<file path="src/rtl/eth_hdr_strip.sv">
`default_nettype none
// ============================================================================
//  Module      : eth_hdr_strip
//  Description : Ethernet header stripper. Captures destination MAC, source
//                MAC and EtherType from a byte-wide AXI-Stream frame and
//                forwards only the payload through a single output register.
//                Frames that end inside the header are flagged as runts.
//                Frames whose EtherType does not match ACCEPT_ETYPE are
//                discarded.
//                Optional build macro ETH_HDR_STATS_EN enables saturating
//                drop/runt event counters. When it is undefined, both stat
//                ports read as zero.
//  Revision    : 1.0 - initial release
// ============================================================================
module eth_hdr_strip #(
    parameter logic [15:0] ACCEPT_ETYPE = 16'h0000
) (
    input  logic        clk,
    input  logic        rst_n,
    input  logic        in_tvalid,
    output logic        in_tready,
    input  logic        in_tlast,
    input  logic [7:0]  in_tdata,
    output logic        out_tvalid,
    input  logic        out_tready,
    output logic        out_tlast,
    output logic [7:0]  out_tdata,
    output logic        hdr_valid,
    output logic [47:0] hdr_dst_mac,
    output logic [47:0] hdr_src_mac,
    output logic [15:0] hdr_ethertype,
    output logic        err_runt,
    output logic        drop_etype,
    output logic [15:0] stat_drop_cnt,
    output logic [15:0] stat_runt_cnt
);

    typedef enum logic [1:0] {
        ST_HDR     = 2'd0,
        ST_PAYLOAD = 2'd1,
        ST_DROP    = 2'd2
    } state_e;

    state_e      state_q, state_d;
    logic [3:0]  cnt_q, cnt_d;
    logic [47:0] dst_sh_q, dst_sh_d;
    logic [47:0] src_sh_q, src_sh_d;
    // Only the EtherType high byte needs a shadow; the low byte is used
    // directly on the cycle it is accepted.
    logic [7:0]  et_hi_q, et_hi_d;
    logic        out_valid_q, out_valid_d;
    logic        out_last_q, out_last_d;
    logic [7:0]  out_data_q, out_data_d;
    logic        hdr_valid_q, hdr_valid_d;
    logic [47:0] hdr_dst_q, hdr_dst_d;
    logic [47:0] hdr_src_q, hdr_src_d;
    logic [15:0] hdr_etype_q, hdr_etype_d;
    logic        err_runt_q, err_runt_d;
    logic        drop_etype_q, drop_etype_d;

    logic        w_in_xfer;
    logic [15:0] w_etype;
    logic        w_etype_ok;

    // Header and drop states always accept; the payload state accepts only
    // when the output register is empty or being drained this cycle.
    assign in_tready  = rst_n && ((state_q != ST_PAYLOAD) || !out_valid_q || out_tready);
    assign w_in_xfer  = in_tvalid && in_tready;
    assign w_etype    = {et_hi_q, in_tdata};
    assign w_etype_ok = (ACCEPT_ETYPE == 16'h0000) || (w_etype == ACCEPT_ETYPE);

    // Next-state, header capture and output-register load.
    always_comb begin
        state_d      = state_q;
        cnt_d        = cnt_q;
        dst_sh_d     = dst_sh_q;
        src_sh_d     = src_sh_q;
        et_hi_d      = et_hi_q;
        out_valid_d  = out_valid_q;
        out_last_d   = out_last_q;
        out_data_d   = out_data_q;
        hdr_valid_d  = 1'b0;
        hdr_dst_d    = hdr_dst_q;
        hdr_src_d    = hdr_src_q;
        hdr_etype_d  = hdr_etype_q;
        err_runt_d   = 1'b0;
        drop_etype_d = 1'b0;

        if (out_valid_q && out_tready) begin
            out_valid_d = 1'b0;
        end

        case (state_q)
            ST_HDR: begin
                if (w_in_xfer) begin
                    if (in_tlast) begin
                        // Frame ended before the payload started.
                        err_runt_d = 1'b1;
                        cnt_d      = 4'd0;
                    end else begin
                        // Shift-in keeps the first byte in the top bits.
                        if (cnt_q < 4'd6) begin
                            dst_sh_d = {dst_sh_q[39:0], in_tdata};
                        end else if (cnt_q < 4'd12) begin
                            src_sh_d = {src_sh_q[39:0], in_tdata};
                        end else if (cnt_q == 4'd12) begin
                            et_hi_d = in_tdata;
                        end

                        if (cnt_q == 4'd13) begin
                            cnt_d = 4'd0;
                            if (w_etype_ok) begin
                                hdr_dst_d   = dst_sh_q;
                                hdr_src_d   = src_sh_q;
                                hdr_etype_d = w_etype;
                                hdr_valid_d = 1'b1;
                                state_d     = ST_PAYLOAD;
                            end else begin
                                drop_etype_d = 1'b1;
                                state_d      = ST_DROP;
                            end
                        end else begin
                            cnt_d = cnt_q + 4'd1;
                        end
                    end
                end
            end
            ST_PAYLOAD: begin
                if (w_in_xfer) begin
                    out_valid_d = 1'b1;
                    out_data_d  = in_tdata;
                    out_last_d  = in_tlast;
                    if (in_tlast) begin
                        state_d = ST_HDR;
                        cnt_d   = 4'd0;
                    end
                end
            end
            ST_DROP: begin
                if (w_in_xfer && in_tlast) begin
                    state_d = ST_HDR;
                    cnt_d   = 4'd0;
                end
            end
            default: begin
                state_d = ST_HDR;
                cnt_d   = 4'd0;
            end
        endcase
    end

    // State and datapath registers, cleared immediately by reset.
    always_ff @(posedge clk or negedge rst_n) begin
        if (!rst_n) begin
            state_q      <= ST_HDR;
            cnt_q        <= 4'd0;
            dst_sh_q     <= 48'd0;
            src_sh_q     <= 48'd0;
            et_hi_q      <= 8'd0;
            out_valid_q  <= 1'b0;
            out_last_q   <= 1'b0;
            out_data_q   <= 8'd0;
            hdr_valid_q  <= 1'b0;
            hdr_dst_q    <= 48'd0;
            hdr_src_q    <= 48'd0;
            hdr_etype_q  <= 16'd0;
            err_runt_q   <= 1'b0;
            drop_etype_q <= 1'b0;
        end else begin
            state_q      <= state_d;
            cnt_q        <= cnt_d;
            dst_sh_q     <= dst_sh_d;
            src_sh_q     <= src_sh_d;
            et_hi_q      <= et_hi_d;
            out_valid_q  <= out_valid_d;
            out_last_q   <= out_last_d;
            out_data_q   <= out_data_d;
            hdr_valid_q  <= hdr_valid_d;
            hdr_dst_q    <= hdr_dst_d;
            hdr_src_q    <= hdr_src_d;
            hdr_etype_q  <= hdr_etype_d;
            err_runt_q   <= err_runt_d;
            drop_etype_q <= drop_etype_d;
        end
    end

    assign out_tvalid    = out_valid_q;
    assign out_tlast     = out_last_q;
    assign out_tdata     = out_data_q;
    assign hdr_valid     = hdr_valid_q;
    assign hdr_dst_mac   = hdr_dst_q;
    assign hdr_src_mac   = hdr_src_q;
    assign hdr_ethertype = hdr_etype_q;
    assign err_runt      = err_runt_q;
    assign drop_etype    = drop_etype_q;

`ifdef ETH_HDR_STATS_EN
    logic [15:0] stat_drop_q, stat_drop_d;
    logic [15:0] stat_runt_q, stat_runt_d;

    // Saturating event counters, updated together with the event pulses.
    always_comb begin
        stat_drop_d = stat_drop_q;
        stat_runt_d = stat_runt_q;
        if (drop_etype_d && (stat_drop_q != 16'hFFFF)) begin
            stat_drop_d = stat_drop_q + 16'd1;
        end
        if (err_runt_d && (stat_runt_q != 16'hFFFF)) begin
            stat_runt_d = stat_runt_q + 16'd1;
        end
    end

    // Counter registers.
    always_ff @(posedge clk or negedge rst_n) begin
        if (!rst_n) begin
            stat_drop_q <= 16'd0;
            stat_runt_q <= 16'd0;
        end else begin
            stat_drop_q <= stat_drop_d;
            stat_runt_q <= stat_runt_d;
        end
    end

    assign stat_drop_cnt = stat_drop_q;
    assign stat_runt_cnt = stat_runt_q;
`else
    assign stat_drop_cnt = 16'd0;
    assign stat_runt_cnt = 16'd0;
`endif

endmodule
`default_nettype wire

</file>
<file path="config.mk">
export PLATFORM = sky130hd
export DESIGN_NAME = eth_hdr_strip
export DESIGN_NICKNAME = d
export VERILOG_FILES = /design/src/rtl/eth_hdr_strip.sv
export SDC_FILE = /design/constraint.sdc
export NUM_CORES = 1
export LEC_CHECK = 0
export ABC_AREA = 0
export BUFFER_PORTS_ARGS = -buffer_cell sky130_fd_sc_hd__buf_2
export CORE_MARGIN = 2
export CORE_UTILIZATION = 47
export DETAILED_ROUTE_END_ITERATION = 8
export PLACE_DENSITY = 0.69
export SLEW_MARGIN = 20
export SYNTH_ARGS = -nofsm -noshare
export SYNTH_HDL_FRONTEND = slang
export SYNTH_SLANG_ARGS = --single-unit
</file>
<file path="constraint.sdc">
create_clock -name clk -period 2.2 [get_ports clk]
set_clock_uncertainty 0.1 [all_clocks]
set_input_delay 0.55 -clock clk [delete_from_list [all_inputs] [get_ports clk]]
set_output_delay 0.55 -clock clk [all_outputs]
set_load 0.05 [all_outputs]
</file>
==> run summary <==
Outcome = finished clean
Setup CP Type = flop to primary output
H-tree depth = 1
Final instance area = 10880 µm²
WL per Instance = 17.18 µm
CP max-delay cell = dfrtp_1
Min setup slack post-route = 0.1079 ns
Port Buffers = 137
Crit-path cells = buf_4, a21boi_2, buf_2
Gr ovfl total = 0
Synthesis-stage register bit count = 233
Total chip power = 13.66 mW
R2r setup slk = 0.26 ns
CTS Sinks = 233
CP bufs+invs = 2
Gpl congestion = 0.7832
Syn Inst Count = 556
Dpl ws = 0.06950 ns
Ys flop type = dfrtp_1
Ports = 171
Layout cell share with drive strength beyond 1 = 58.24%
Die ar. = 20420 µm²
Worst-path fanout max = 7
# DRC = 0
Via density = 4.956
Register area share after synthesis = 64.28%
Pwr Density = 1255 nW/µm²
Total wire length = 16.97 mm
DIE HEIGHT = 142.9 µm
Antenna-violating nets left = 0
DP Wirelength = 11.38 mm
Synth cell types = 33
Area Overhead vs Synth = 19.98%
Post-Syn Area per Cell = 16.31 µm²
Asr flop ratio synth = 100.0%
Site Rows = 50
Initial antenna violation count = 0
Die Span X = 142.9 µm
Worst-Skew Late Latency = 0.50 ns
VDD IR max = 1.002 mV
First-pass GRT wire length = 27.61 mm
GRT met3 Usage = 3.957%
Detailed Route Iter0 Violations = 250
CP delay by family, top = buffers and inverters
Root Buffer = clkbuf_16
Data arrival, critical path = 1.44 ns
Hold WC Path Type = input port to flop
Max Slew Vio Count = 0
All-layer global routing usage = 16.87%
Vias in the first global route = 5076
Clk buf depth = 3
Period utilisation layout = 95.09%
Slew @ Worst Pin = 0.7735 ns
Cell Area, Synth = 9070 µm²
Inserted Diodes = 0
First drt pass iteration count = 4
GRT Max-Usage Layer = met2
Static leakage power = 5.745 nW
Grt met1 use = 23.83%
Via count = 4897
CP Launch Type = flop
Crit end category = primary output
Top cell type's share of synthesized area = 64.28%
CP peak stage delay = 0.41 ns
Critical Path RT = 1.55 ns
Max-slew headroom = 48.44%
Synth area leaders = dfrtp_1 64%, mux2_2 27%, buf_4 3.1%, mux2_4 1.3%, buf_6 0.87%
Hold Violations, Final = 0
EDFF count, synth = 0
Highest clock rate = 478.0 MHz
Max cap viols = 0
CTS resizes = 0
Setup Total Neg Slack = 0 ns
Met2 usage = 26.69%
Largest net degree at the start of global routing = 144
CTS tree = yes
CTS Buf Count = 24
Yosys Warn Count = 0
RSZ-0062 raised after global routing = no
Final setup fails = 0
Clock transition at path regs = 0.06 ns
Placed instance area = 10070 µm²
Starting density of the core = 48.17%
Core Footprint = 18830 µm²
Layout Nets = 726
Leading area contributor after synthesis = dfrtp_1
Min Clock Period, post-route = 2.092 ns
Core Util, Final = 57.79%
==> kinds of logic after synthesis <==
kind of cell	share of synthesized area [%]
AO/OA/AOI/OAI	1.021
buffers and inverters	4.773
flip-flops	64.28
multiplexers	28.39
other	0.04135
AND/OR/NAND/NOR	1.490
==> where the power goes <==
part | total, mW | internal [mW] | switching [mW]
clock network | 4.04 | 2.50 | 1.54
registers | 6.13 | 5.37 | 0.751
logic | 3.49 | 1.28 | 2.21
==> synth_stat cells, drive strengths merged (2+ instances only) <==
cell type and number:
nor2b 2, a31oi 2, nand2 5, nor3 2, o21ai 4, a21oi 2
mux2 226, dfrtp 233, buf 56, clkbuf 2, nand4b 2, nand3 2
inv 2, nor2 4
==> final timing paths <==
path,from,endpoint,depth (start not counted)
max in group asynchronous,rst_n,src_sh_q[26]$_DFFE_PN0P_,4
worst max register to register,cnt_q[3]$_DFFE_PN0P_,src_sh_q[36]$_DFFE_PN0P_,5
worst max-delay path,state_q[0]$_DFFE_PN0P_,in_tready,3
worst min register to register,hdr_dst_mac[0]$_DFFE_PN0P_,hdr_dst_mac[0]$_DFFE_PN0P_,1
worst min-delay path,in_tdata[5],et_hi_q[5]$_DFFE_PN0P_,2
min in group asynchronous,rst_n,state_q[0]$_DFFE_PN0P_,2
==> registers in the layout (all words and copies together), names as in the netlist <==
register       flops
et_hi_q            8
cnt_q              4
hdr_ethertype     16
state_q            1
dst_sh_q          48
hdr_src_mac       48
out_tlast          1
out_tdata          8
err_runt           1
hdr_dst_mac       48
out_tvalid         1
src_sh_q          48
hdr_valid          1
==> cell usage in the layout (no fill, tap or decap), types with 2 or more instances in the layout <==
cell / synthesis / routed
buf_12: 0 / 10
bufinv_16: 0 / 2
a31oi_1: 2 / 2
clkbuf_8: 0 / 6
buf_4: 37 / 9
o21ai_0: 4 / 4
buf_2: 12 / 136
nand2_1: 5 / 5
mux2_2: 218 / 218
nor2_4: 1 / 3
a21oi_1: 2 / 2
clkbuf_1: 1 / 7
dfrtp_1: 233 / 233
clkbuf_16: 0 / 25
nand4b_1: 2 / 2
conb_1: 1 / 33
nor2b_1: 2 / 2
mux2_4: 8 / 8
inv_1: 2 / 2
==> routing by layer <==
| layer | vias up | wire (µm) |
|---|---|---|
| li1 | 2208 | - |
| met1 | 2533 | 7744 |
| met2 | 134 | 7986 |
| met3 | 22 | 1008 |
| met4 | 0 | 235 |
| met5 | - | 0 |
==> metrics by stage <==
step                hold WS, ns  cells
floorplan                0.1544    588
global placement         0.2477    946
detailed placement       0.2514    946
CTS                      0.2603    988
global route             0.2759    988
finish                   0.2776    988
==> final cells by class <==
class | instances | area [µm²]
clock inverter | 3 | 65.06
fill | 1488 | 7949
timing repair buffer | 157 | 973.4
sequential | 233 | 5831
inverter | 2 | 7.507
multi-input combinational | 295 | 2945
clock buffer | 38 | 734.5
tap | 260 | 325.3
==> repair_timing <==
item / CTS / global route
hold buffers: 1 / 0
buffers inserted: 0 / 0
endpoints found under the hold margin: 36 / 0
(Power assumes the default switching activity.)
